--- src/rtl/uart_pkg.sv ---
// Shared UART definitions: frame width, default bit timing and receiver states.
package uart_pkg;

  localparam int UART_DATA_BITS = 8;
  localparam int CLOCKS_PER_BIT = 4;

  typedef enum logic [2:0] {
    RX_IDLE,
    RX_START,
    RX_DATA,
    RX_STOP,
    RX_BREAK
  } rx_state_e;

endpackage

--- src/rtl/uart_sync2.sv ---
// Two-flop synchronizer for a single asynchronous input, reset value selectable.
module uart_sync2
  import uart_pkg::*;
#(
  parameter logic RESET_VAL = 1'b1
) (
  input  logic clk,
  input  logic reset,
  input  logic d_i,
  output logic q_o
);

  logic meta_q;
  logic sync_q;

  // Two-stage capture of the asynchronous input.
  always_ff @(posedge clk) begin
    if (reset) begin
      meta_q <= RESET_VAL;
      sync_q <= RESET_VAL;
    end else begin
      meta_q <= d_i;
      sync_q <= meta_q;
    end
  end

  assign q_o = sync_q;

endmodule

--- src/rtl/uart_rx.sv ---
// 8N1 serial receiver: mid-bit sampling, valid/ready holding register,
// framing-error and overrun pulses.
//
// state    | meaning
// ---------+---------------------------------------------------------
// RX_IDLE  | line idle, waiting for a falling edge on rx_s
// RX_START | counting to mid-start-bit, rejects short low glitches
// RX_DATA  | sampling 8 data bits LSB first at mid-bit
// RX_STOP  | sampling the stop bit at mid-bit
// RX_BREAK | stop bit was low; wait for the line to return high
module uart_rx
  import uart_pkg::*;
#(
  parameter int clocks_per_bit = CLOCKS_PER_BIT
) (
  input  logic                      clk,
  input  logic                      reset,
  input  logic                      in_rx,
  input  logic                      in_ready,
  output logic [UART_DATA_BITS-1:0] out_data,
  output logic                      out_valid,
  output logic                      out_frame_err,
  output logic                      out_overrun,
  output logic                      out_busy
);

  localparam int half_bit = clocks_per_bit / 2;
  localparam int CW       = $clog2(clocks_per_bit);

  localparam logic [CW-1:0] HALF_LAST = CW'(half_bit - 1);
  localparam logic [CW-1:0] BIT_LAST  = CW'(clocks_per_bit - 1);
  localparam logic [3:0]    LAST_BIT  = 4'(UART_DATA_BITS - 1);

  logic                      rx_s;
  rx_state_e                 state_q;
  logic [CW-1:0]             cycle_count_q;
  logic [3:0]                bit_count_q;
  logic [UART_DATA_BITS-1:0] shift_q;
  logic                      deliver_q;
  logic                      frame_err_q;
  logic [UART_DATA_BITS-1:0] data_q;
  logic                      valid_q;
  logic                      overrun_q;

  uart_sync2 #(.RESET_VAL(1'b1)) u_sync (
    .clk   (clk),
    .reset (reset),
    .d_i   (in_rx),
    .q_o   (rx_s)
  );

  // Frame decoder: start detect, mid-bit sampling, stop check.
  always_ff @(posedge clk) begin
    if (reset) begin
      state_q       <= RX_IDLE;
      cycle_count_q <= '0;
      bit_count_q   <= '0;
      shift_q       <= '0;
      deliver_q     <= 1'b0;
      frame_err_q   <= 1'b0;
    end else begin
      deliver_q   <= 1'b0;
      frame_err_q <= 1'b0;
      case (state_q)
        RX_IDLE: begin
          if (!rx_s) begin
            state_q       <= RX_START;
            cycle_count_q <= '0;
          end
        end
        RX_START: begin
          if (cycle_count_q == HALF_LAST) begin
            cycle_count_q <= '0;
            if (!rx_s) begin
              state_q     <= RX_DATA;
              bit_count_q <= '0;
            end else begin
              state_q <= RX_IDLE;
            end
          end else begin
            cycle_count_q <= cycle_count_q + CW'(1);
          end
        end
        RX_DATA: begin
          if (cycle_count_q == BIT_LAST) begin
            shift_q       <= {rx_s, shift_q[UART_DATA_BITS-1:1]};
            cycle_count_q <= '0;
            bit_count_q   <= bit_count_q + 4'd1;
            if (bit_count_q == LAST_BIT) begin
              state_q <= RX_STOP;
            end
          end else begin
            cycle_count_q <= cycle_count_q + CW'(1);
          end
        end
        RX_STOP: begin
          if (cycle_count_q == BIT_LAST) begin
            cycle_count_q <= '0;
            if (rx_s) begin
              deliver_q <= 1'b1;
              state_q   <= RX_IDLE;
            end else begin
              frame_err_q <= 1'b1;
              state_q     <= RX_BREAK;
            end
          end else begin
            cycle_count_q <= cycle_count_q + CW'(1);
          end
        end
        RX_BREAK: begin
          if (rx_s) begin
            state_q <= RX_IDLE;
          end
        end
        default: state_q <= RX_IDLE;
      endcase
    end
  end

  // Holding register: load on delivery, clear on transfer, drop when full.
  always_ff @(posedge clk) begin
    if (reset) begin
      data_q    <= '0;
      valid_q   <= 1'b0;
      overrun_q <= 1'b0;
    end else begin
      overrun_q <= 1'b0;
      if (deliver_q) begin
        if (!valid_q || in_ready) begin
          data_q  <= shift_q;
          valid_q <= 1'b1;
        end else begin
          overrun_q <= 1'b1;
        end
      end else if (valid_q && in_ready) begin
        valid_q <= 1'b0;
      end
    end
  end

  assign out_data      = data_q;
  assign out_valid     = valid_q;
  assign out_frame_err = frame_err_q;
  assign out_overrun   = overrun_q;
  assign out_busy      = (state_q != RX_IDLE);

endmodule

--- config.mk ---
export PLATFORM = sky130hd
export DESIGN_NAME = uart_rx
export DESIGN_NICKNAME = d
export VERILOG_FILES = /design/src/rtl/uart_pkg.sv /design/src/rtl/uart_sync2.sv /design/src/rtl/uart_rx.sv
export SDC_FILE = /design/constraint.sdc
export NUM_CORES = 1
export LEC_CHECK = 0
export ABC_AREA = 1
export CAP_MARGIN = 15
export CELL_PAD_IN_SITES_DETAIL_PLACEMENT = 1
export CELL_PAD_IN_SITES_GLOBAL_PLACEMENT = 1
export CORE_MARGIN = 2
export CORE_UTILIZATION = 43
export CTS_CLUSTER_DIAMETER = 150
export DETAILED_ROUTE_END_ITERATION = 12
export PLACE_DENSITY_LB_ADDON = 0.1
export SYNTH_ARGS = -nofsm -noshare
export SYNTH_HDL_FRONTEND = slang
export SYNTH_HIERARCHICAL = 1
export SYNTH_SLANG_ARGS = --single-unit
--- constraint.sdc ---
create_clock -name clk -period 4.15 [get_ports clk]
set_clock_uncertainty 0.1 [all_clocks]
set_input_delay 0.83 -clock clk [delete_from_list [all_inputs] [get_ports clk]]
set_output_delay 0.83 -clock clk [all_outputs]
set_load 0.005 [all_outputs]
==> results.json, run 1 <==
{
  "post-cts-setup-buffers": 0,
  "fmax_mhz": 392,
  "finish.net_count": 198,
  "detail_route.wl_per_cell_um": 12.9,
  "rsz0062_at_grt": "false",
  "crit_slowest_cell": "dfxtp_1",
  "syn_avg_cell_area_um2": 7.97,
  "layout_common_cells": "31 x dfxtp_1, 25 x inv_1, 24 x a21oi_1",
  "seq_area_frac_synth_pct": 45.0,
  "gp_congestion": 0.860,
  "rr_endpoint": "bit_count_q[3]",
  "synthDistinctLibCells": 24,
  "rows": 20,
  "drtAntennaViolNets": 0,
  "antenna_found_initial": 0,
  "cts_made_buffers": 5,
  "timing.critical_path.from": "state_q[1]",
  "hold_viol": 0,
  "setup_slack_ps": 1600,
  "peakVddDrop_mv": 0.148,
  "crit_family": "buffers and inverters",
  "crit_fanout": 9,
  "period_needed_ps": 2550,
  "r2r_cells": 7,
  "grtUsageTotal_pct": 18.9,
  "finalCritPeriodShare_pct": 61.5,
  "dp_worst_setup_slack_ps": 1670,
  "grt_pass1_vias": 1151,
  "finalWirelength_um": 3000,
  "num_antenna_cells": 0,
  "viasPerCell": 5.03,
  "hold_class": "register to register",
  "grt_first_pass_wirelength_um": 5150,
  "cts_hold_buf": 0,
  "ys_ff_latch": 31,
  "vias": 1172,
  "syn_to_final_growth_pct": 15.6,
  "ctsResizeCount": 0,
  "status": "finished, final reports clean",
  "die_y_um": 60.6,
  "dpl.cell_count": 226,
  "insertion_delay_ps": 330,
  "worst_pin_slew_ps": 789,
  "crit_arrival_ps": 1620,
  "cts.htree.levels": 2,
  "clock_sinks": 31,
  "hold_ws_ps": 330,
  "netlist_area_mm2": 0.00138,
  "start_kind": "register",
  "die_area_mm2": 0.00368,
  "drv_cap": 0,
  "drc": 0,
  "ff2ff_setup_slack_ps": 2570,
  "worstReg2RegStart": "state_q[1]",
  "finalSetupViolations": 0,
  "fp.dieW_um": 60.6,
  "cts_tree": "built",
  "synth_nets": 182,
  "grt_max_degree": 19,
  "slowest_delay_ps": 600,
  "power.density_mw_per_mm2": 353,
  "core_area_mm2": 0.00305,
  "ys_top_cells_by_area": "dfxtp_1 45%, a21oi_1 8.7%, inv_1 6.8%",
  "start_util_pct": 45.2,
  "synth_cells": 173,
  "utilization_pct": 52.2,
  "synth.largest_area_cell": "dfxtp_1",
  "dp_hpwl_um": 2290,
  "critical_path_buf_inv_count": 2,
  "fin_area_mm2": 0.00159,
  "overflow": 0,
  "cp_num_cells": 3,
  "synth_top_area_share_pct": 45.0,
  "placed_area_mm2": 0.00154,
  "final_common_cell": "dfxtp_1",
  "firstDrtPassIters": 4,
  "critical_path_class": "register to output pin",
  "pin_count": 16,
  "final_cell_count_no_fill": 233,
  "portBuffers": 15,
  "ys_warn_count": 6,
  "drt-initial-drc-count": 31,
  "final.setup.tns_ps": 0,
  "critPathCapture": "out_busy",
  "finalMaxSlewViolations": 0,
  "relSlewSlack_pct": 47.2,
  "leakage_nw": 0.643,
  "required_ps": 3220,
  "clk_pin_slew_ps": 100,
  "crit_chain": "inv_2, nand2_1, clkdlybuf4s50_1",
  "finalPower_uw": 562,
  "clock_path_buffers": 2,
  "cts_root_buf": "clkbuf_4",
  "drive_above_1_share_pct": 13.2,
  "critPathCaptureType": "output pin"
}
==> area by class of cell <==
| cell class | count | area [um^2] |
|---|---|---|
| Clock buffer | 6 | 51.3 |
| Sequential cell | 31 | 621 |
| Fill cell | 409 | 1460 |
| Inverter | 30 | 113 |
| Clock inverter | 1 | 5.00 |
| Tap cell | 44 | 55.1 |
| Timing Repair Buffer | 15 | 150 |
| Multi-Input combinational cell | 106 | 599 |
==> how the worst min path moves through the flow <==
stage	startpoint	endpoint	slack (ps)	cells past startpoint
CTS	u_sync/meta_q	u_sync/q_o	340	2
global route	u_sync/meta_q	u_sync/q_o	350	2
floorplan	u_sync/meta_q	u_sync/q_o	290	2
finish	u_sync/meta_q	u_sync/q_o	330	2
detailed placement	u_sync/meta_q	u_sync/q_o	310	2
global placement	u_sync/meta_q	u_sync/q_o	300	2
==> state kept, by name, summed over array words and instances, names as in the netlist, 2 cells and up <==
name / cells
bit_count_q: 4
cycle_count_q: 2
out_data: 8
shift_q: 8
state_q: 3
==> synth_stat cells <==
| cell | n |
|---|---|
| dfxtp_1 | 31 |
| clkbuf_1 | 2 |
| nand3_2 | 2 |
| nand2_4 | 2 |
| nor4_1 | 2 |
| nor2_1 | 13 |
| o21ai_0 | 14 |
| o22ai_1 | 1 |
| nor3_1 | 3 |
| inv_1 | 25 |
| nand4_1 | 2 |
| o21ai_1 | 5 |
| a31oi_1 | 1 |
| nand2_1 | 12 |
| a21oi_1 | 24 |
| xor2_1 | 1 |
| nor2_4 | 3 |
| ha_1 | 5 |
| inv_2 | 5 |
| buf_6 | 3 |
| nand2_2 | 5 |
| o21ai_2 | 1 |
| nand3_1 | 10 |
| buf_2 | 1 |
==> cells by family (layout without fill, tap and decap cells) <==
| logic type | count (synthesis) | after routing | synth area share (%) |
|---|---|---|---|
| buffers and inverters | 36 | 52 | 11.5 |
| XOR/XNOR | 1 | 1 | 0.635 |
| flip-flops | 31 | 31 | 45.0 |
| AND/OR/NAND/NOR | 54 | 54 | 21.1 |
| AO/OA/AOI/OAI | 46 | 46 | 17.2 |
| adder cells (fa/ha/maj) | 5 | 5 | 4.54 |
==> tightest hold or removal path, cell delays in order, from the launching register on <==
cell and delay (ps):
dfxtp_1 320, inv_1 40, nand2_1 50
==> metal layers <==
metal / vias to the layer above / part of all wire [%] / global-route usage (%)
met1: 548 / 49 / 24.8
met5: - / 0 / 0
met2: 18 / 47 / 30.4
met4: 0 / 1.7 / 7.45
li1: 599 / - / -
met3: 7 / 3.1 / 3.84
==> power breakdown <==
part           internal (mW)  total (mW)  switching (mW)
registers              0.303       0.316          0.0124
clock network         0.0784       0.179           0.101
logic                 0.0266      0.0674          0.0408
total                  0.408       0.562           0.154
(Power assumes the default switching activity.)
==> run 2, diff against run 1 <==
--- a/config.mk
+++ b/config.mk
@@ -10,7 +10,7 @@
 export CELL_PAD_IN_SITES_DETAIL_PLACEMENT = 1
 export CELL_PAD_IN_SITES_GLOBAL_PLACEMENT = 1
 export CORE_MARGIN = 2
-export CORE_UTILIZATION = 43
+export CORE_UTILIZATION = 40
 export CTS_CLUSTER_DIAMETER = 150
 export DETAILED_ROUTE_END_ITERATION = 12
 export PLACE_DENSITY_LB_ADDON = 0.1
==> constraint.sdc (replaced) <==
create_clock -name clk -period 2.55 [get_ports clk]
set_clock_uncertainty 0.1 [all_clocks]
set_input_delay 0.51 -clock clk [delete_from_list [all_inputs] [get_ports clk]]
set_output_delay 0.51 -clock clk [all_outputs]
set_load 0.005 [all_outputs]
==> run 2 against run 1 <==
Compared with the run above: via count unchanged; core utilization shrank 3.8 points; setup slack lost 1300 ps; critical endpoint unchanged.
==> results.json, run 2 (synthesis gave the netlist of run 1 again) <==
{
  "multi_input_area_um2": 599,
  "placed_area_mm2": 0.00155,
  "worst_pin_slew_ps": 848,
  "gp_congestion": 0.743,
  "insertion_delay_ps": 340,
  "rr_endpoint": "out_data[5]",
  "fmax_mhz": 449,
  "grtUsageTotal_pct": 18.1,
  "cts_made_buffers": 5,
  "detail_route.wl_per_cell_um": 12.6,
  "drv_cap": 0,
  "finish.net_count": 199,
  "nFillCells": 431,
  "status": "finished, final reports clean",
  "viasPerCell": 4.97,
  "antenna_found_initial": 0,
  "drt-initial-drc-count": 41,
  "die_area_mm2": 0.00393,
  "hold_viol": 0,
  "start_util_pct": 41.6,
  "clock_path_buffers": 2,
  "crit_chain": "inv_2, nand2_1, clkdlybuf4s50_1",
  "grt_first_pass_wirelength_um": 5460,
  "cts_root_buf": "clkbuf_4",
  "period_needed_ps": 2230,
  "start_kind": "register",
  "grt_max_degree": 19,
  "syn_to_final_growth_pct": 16.3,
  "required_ps": 1940,
  "overflow": 0,
  "crit_fanout": 9,
  "cts.htree.levels": 2,
  "min_to": "u_sync/q_o",
  "post-cts-setup-buffers": 0,
  "critical_path_class": "register to output pin",
  "crit_slowest_cell": "dfxtp_1",
  "worstReg2RegStart": "out_valid",
  "drive_above_1_share_pct": 13.7,
  "final_common_cell": "dfxtp_1",
  "core_area_mm2": 0.00331,
  "fin_area_mm2": 0.00160,
  "num_antenna_cells": 0,
  "finalWirelength_um": 2980,
  "power.density_mw_per_mm2": 573,
  "dp_hpwl_um": 2200,
  "die_y_um": 62.7,
  "final-seq-area_um2": 621,
  "final.setup.tns_ps": 0,
  "utilization_pct": 48.5,
  "finalCritPeriodShare_pct": 87.3,
  "portBuffers": 15,
  "crit_arrival_ps": 1620,
  "fp.dieW_um": 62.7,
  "cts_hold_buf": 0,
  "layout_common_cells": "31 x dfxtp_1, 25 x inv_1, 24 x a21oi_1",
  "drtAntennaViolNets": 0,
  "relSlewSlack_pct": 43.2,
  "clock_sinks": 31,
  "dp_worst_setup_slack_ps": 292,
  "rows": 21,
  "ctsResizeCount": 0,
  "pin_count": 16,
  "clk_pin_slew_ps": 90,
  "finalMaxSlewViolations": 0,
  "vias": 1172,
  "rsz0062_at_grt": "false",
  "r2r_cells": 5,
  "slowest_delay_ps": 590,
  "drc": 0,
  "grt_pass1_vias": 1178,
  "leakage_nw": 0.648,
  "finalSetupViolations": 0,
  "firstDrtPassIters": 4,
  "cts_tree": "built",
  "setup_slack_ps": 325,
  "hold_class": "register to register",
  "critPathCaptureType": "output pin",
  "holdPathStages": 2,
  "min_from": "u_sync/meta_q",
  "peakVddDrop_mv": 0.258,
  "ff2ff_setup_slack_ps": 910
}
run 2: worst max-delay path by stage:
stage                     slack [ps]       start  cells past startpoint          end
after floorplan                 1240    in_ready                      5  out_data[4]
after global placement           500    in_ready                      5  out_data[5]
after detailed placement         290    in_ready                      5  out_data[5]
after CTS                        310  state_q[1]                      3     out_busy
after global routing             210  state_q[1]                      3     out_busy
final                            320  state_q[1]                      3     out_busy
run 2: power by group:
part | internal [mW] | switching (mW) | total, mW | leakage, nW
sequential | 0.494 | 0.0204 | 0.514 | 0.250
combinational | 0.0444 | 0.0643 | 0.109 | 0.363
clock | 0.128 | 0.169 | 0.296 | 0.0341
run 2: final cells by class:
cell class / count / area share, %
multi-input combinational: 106 / 37.4
clock inverter: 1 / 0.312
clock buffer: 6 / 3.20
tap: 46 / 3.59
inverter: 30 / 7.02
sequential: 31 / 38.7
timing repair buffer: 16 / 9.83
run 2: metal layers:
metal  vias to the layer above  routed length [um]  track usage (%)
met5                         -                   0                0
met4                         0                  59             7.50
met3                         6                 146             6.67
met2                        19                1420             28.5
met1                       550                1350             22.2
li1                        597                   -                -
run 2: critical path: cells and delay by family (launching register included):
kind          cells  cell delay [ps]
simple gates      1               80
flops             1              590
buf+inv           2              610
run 2: stage by stage:
step                std cells  total power [mW]  hold slack [ps]
finish                    236             0.919              327
global placement          229             0.633              296
CTS                       236             0.935              333
global route              236             0.980              352
detailed placement        229             0.637              306
floorplan                 173             0.609              287
==> run 3, diff against run 2 <==
--- a/config.mk
+++ b/config.mk
@@ -13,7 +13,7 @@
 export CORE_UTILIZATION = 40
 export CTS_CLUSTER_DIAMETER = 150
 export DETAILED_ROUTE_END_ITERATION = 12
-export PLACE_DENSITY_LB_ADDON = 0.1
+export PLACE_DENSITY = 0.86
 export SYNTH_ARGS = -nofsm -noshare
 export SYNTH_HDL_FRONTEND = slang
 export SYNTH_HIERARCHICAL = 1
==> run 3 against run 2 <==
Compared with the run above: combinational power is 5% higher; maximum frequency decreased by 0.77%; via count down 0.17%; critical path depth is the same; non-clock buffer count stayed put; count of clock-buffer cells in the layout is the same; highest routed layer unchanged; first-iteration DRC count is 41% higher.
==> results.json, run 3 (synthesis gave the netlist of run 1 again) <==
{
  "status": "finished, final reports clean",
  "nFillCells": 428,
  "drc": 0,
  "drive_above_1_share_pct": 13.7,
  "vias": 1170,
  "required_ps": 1940,
  "crit_slowest_cell": "dfxtp_1",
  "critPathCaptureType": "output pin",
  "firstDrtPassIters": 4,
  "worst_pin_slew_ps": 841,
  "cts_tree": "built",
  "fmax_mhz": 446,
  "crit_arrival_ps": 1630,
  "final-seq-area_um2": 621,
  "multi_input_area_um2": 599,
  "gp_congestion": 0.780,
  "overflow": 0,
  "drv_cap": 0,
  "min_from": "u_sync/meta_q",
  "die_area_mm2": 0.00393,
  "pwr-share-clk_pct": 31.5,
  "netSwitchingPower_uw": 251,
  "finalMaxSlewViolations": 0,
  "clk_pin_slew_ps": 90,
  "fp.dieW_um": 62.7,
  "relSlewSlack_pct": 43.7,
  "ctsResizeCount": 0,
  "r2r_cells": 5,
  "crit_family": "buffers and inverters",
  "layout_common_cells": "31 x dfxtp_1, 25 x inv_1, 24 x a21oi_1",
  "peakVddDrop_mv": 0.287,
  "finish.net_count": 199,
  "core_area_mm2": 0.00331,
  "slowest_delay_ps": 590,
  "grt_max_degree": 19,
  "detail_route.wl_per_cell_um": 13.7,
  "placed_area_mm2": 0.00155,
  "hold_ws_ps": 335,
  "dp_worst_setup_slack_ps": 370,
  "die_y_um": 62.7,
  "antenna_found_initial": 0,
  "post-cts-setup-buffers": 0,
  "dp_hpwl_um": 2340,
  "cts_hold_buf": 0,
  "min_to": "u_sync/q_o",
  "rows": 21,
  "start_util_pct": 41.6,
  "setup_slack_ps": 308,
  "ff2ff_setup_slack_ps": 990,
  "start_kind": "register",
  "worstReg2RegStart": "out_valid",
  "power_frac_seq_pct": 56.1,
  "grtUsageTotal_pct": 18.8,
  "holdPathStages": 2,
  "cts_made_buffers": 5,
  "grt_first_pass_wirelength_um": 5770,
  "hold_class": "register to register",
  "hold_viol": 0,
  "final_cell_count_no_fill": 236,
  "crit_fanout": 9,
  "drtAntennaViolNets": 0,
  "leakage_nw": 0.648,
  "viasPerCell": 4.96,
  "clock_path_buffers": 2,
  "cts_root_buf": "clkbuf_4",
  "fin_area_mm2": 0.00160,
  "finalCritPeriodShare_pct": 87.9,
  "grt_pass1_vias": 1334,
  "finalWirelength_um": 3220,
  "power.density_mw_per_mm2": 572,
  "final.setup.tns_ps": 0,
  "critical_path_buf_inv_count": 2,
  "rsz0062_at_grt": "false",
  "pin_count": 16,
  "num_antenna_cells": 0,
  "insertion_delay_ps": 330,
  "dpl.cell_count": 229,
  "cts.htree.levels": 2,
  "clock_sinks": 31,
  "combPwrFrac_pct": 12.4,
  "final_common_cell": "dfxtp_1",
  "syn_to_final_growth_pct": 16.3,
  "rr_endpoint": "out_data[5]",
  "drt-initial-drc-count": 58,
  "crit_chain": "inv_2, nand2_1, clkdlybuf4s50_1",
  "finalSetupViolations": 0,
  "switching_share_pct": 27.4,
  "period_needed_ps": 2240,
  "portBuffers": 15,
  "p_int_uw": 666,
  "critical_path_class": "register to output pin"
}
run 3: cell counts in the layout (fill, tap and decap cells not counted):
No cell type changed its count.
run 3: power by group through the flow:
stage                     clock [mW]  combinational, mW  sequential [mW]
final                          0.289              0.114            0.515
after global routing           0.326              0.129            0.518
after CTS                      0.299              0.115            0.516
after detailed placement           0              0.114            0.527
after global placement             0              0.107            0.524
after floorplan                    0             0.0974            0.512
run 3: metrics by stage:
stage	power (mW)	util, %
2_1_floorplan	0.609	-
3_3_place_gp	0.631	46.7
3_5_place_dp	0.641	46.7
4_1_cts	0.929	48.5
5_1_grt	0.973	48.5
6_report	0.918	48.5
run 3: area by class of cell:
class                      count  area share [%]
clock buffer                   6            3.20
clock inverter                 1           0.312
inverter                      30            7.02
multi-input combinational    106            37.4
sequential                    31            38.7
tap                           46            3.59
timing repair buffer          16            9.83
run 3: tightest hold or removal path: cells and delay by family (launching register included):
| family | cells | cell delay (ps) |
|---|---|---|
| flip-flops | 1 | 320 |
| buffers and inverters | 1 | 40 |
| AND/OR/NAND/NOR | 1 | 50 |
run 3: how the worst max path moves through the flow:
stage / startpoint / to / cells after the start
2_1_floorplan: in_ready / out_data[4] / 5
3_3_place_gp: in_ready / out_data[4] / 5
3_5_place_dp: in_ready / out_data[4] / 5
4_1_cts: state_q[1] / out_busy / 3
5_1_grt: state_q[1] / out_busy / 3
6_report: state_q[1] / out_busy / 3
run 3: routing by layer:
| metal | part of all wire (%) | wire (um) | GRT usage, % | vias to the layer above |
|---|---|---|---|---|
| met3 | 4.0 | 128 | 5.77 | 8 |
| li1 | - | - | - | 596 |
| met2 | 51 | 1640 | 33.2 | 20 |
| met5 | 0 | 0 | 0 | - |
| met1 | 43 | 1380 | 20.1 | 546 |
| met4 | 2.4 | 76 | 9.44 | 0 |
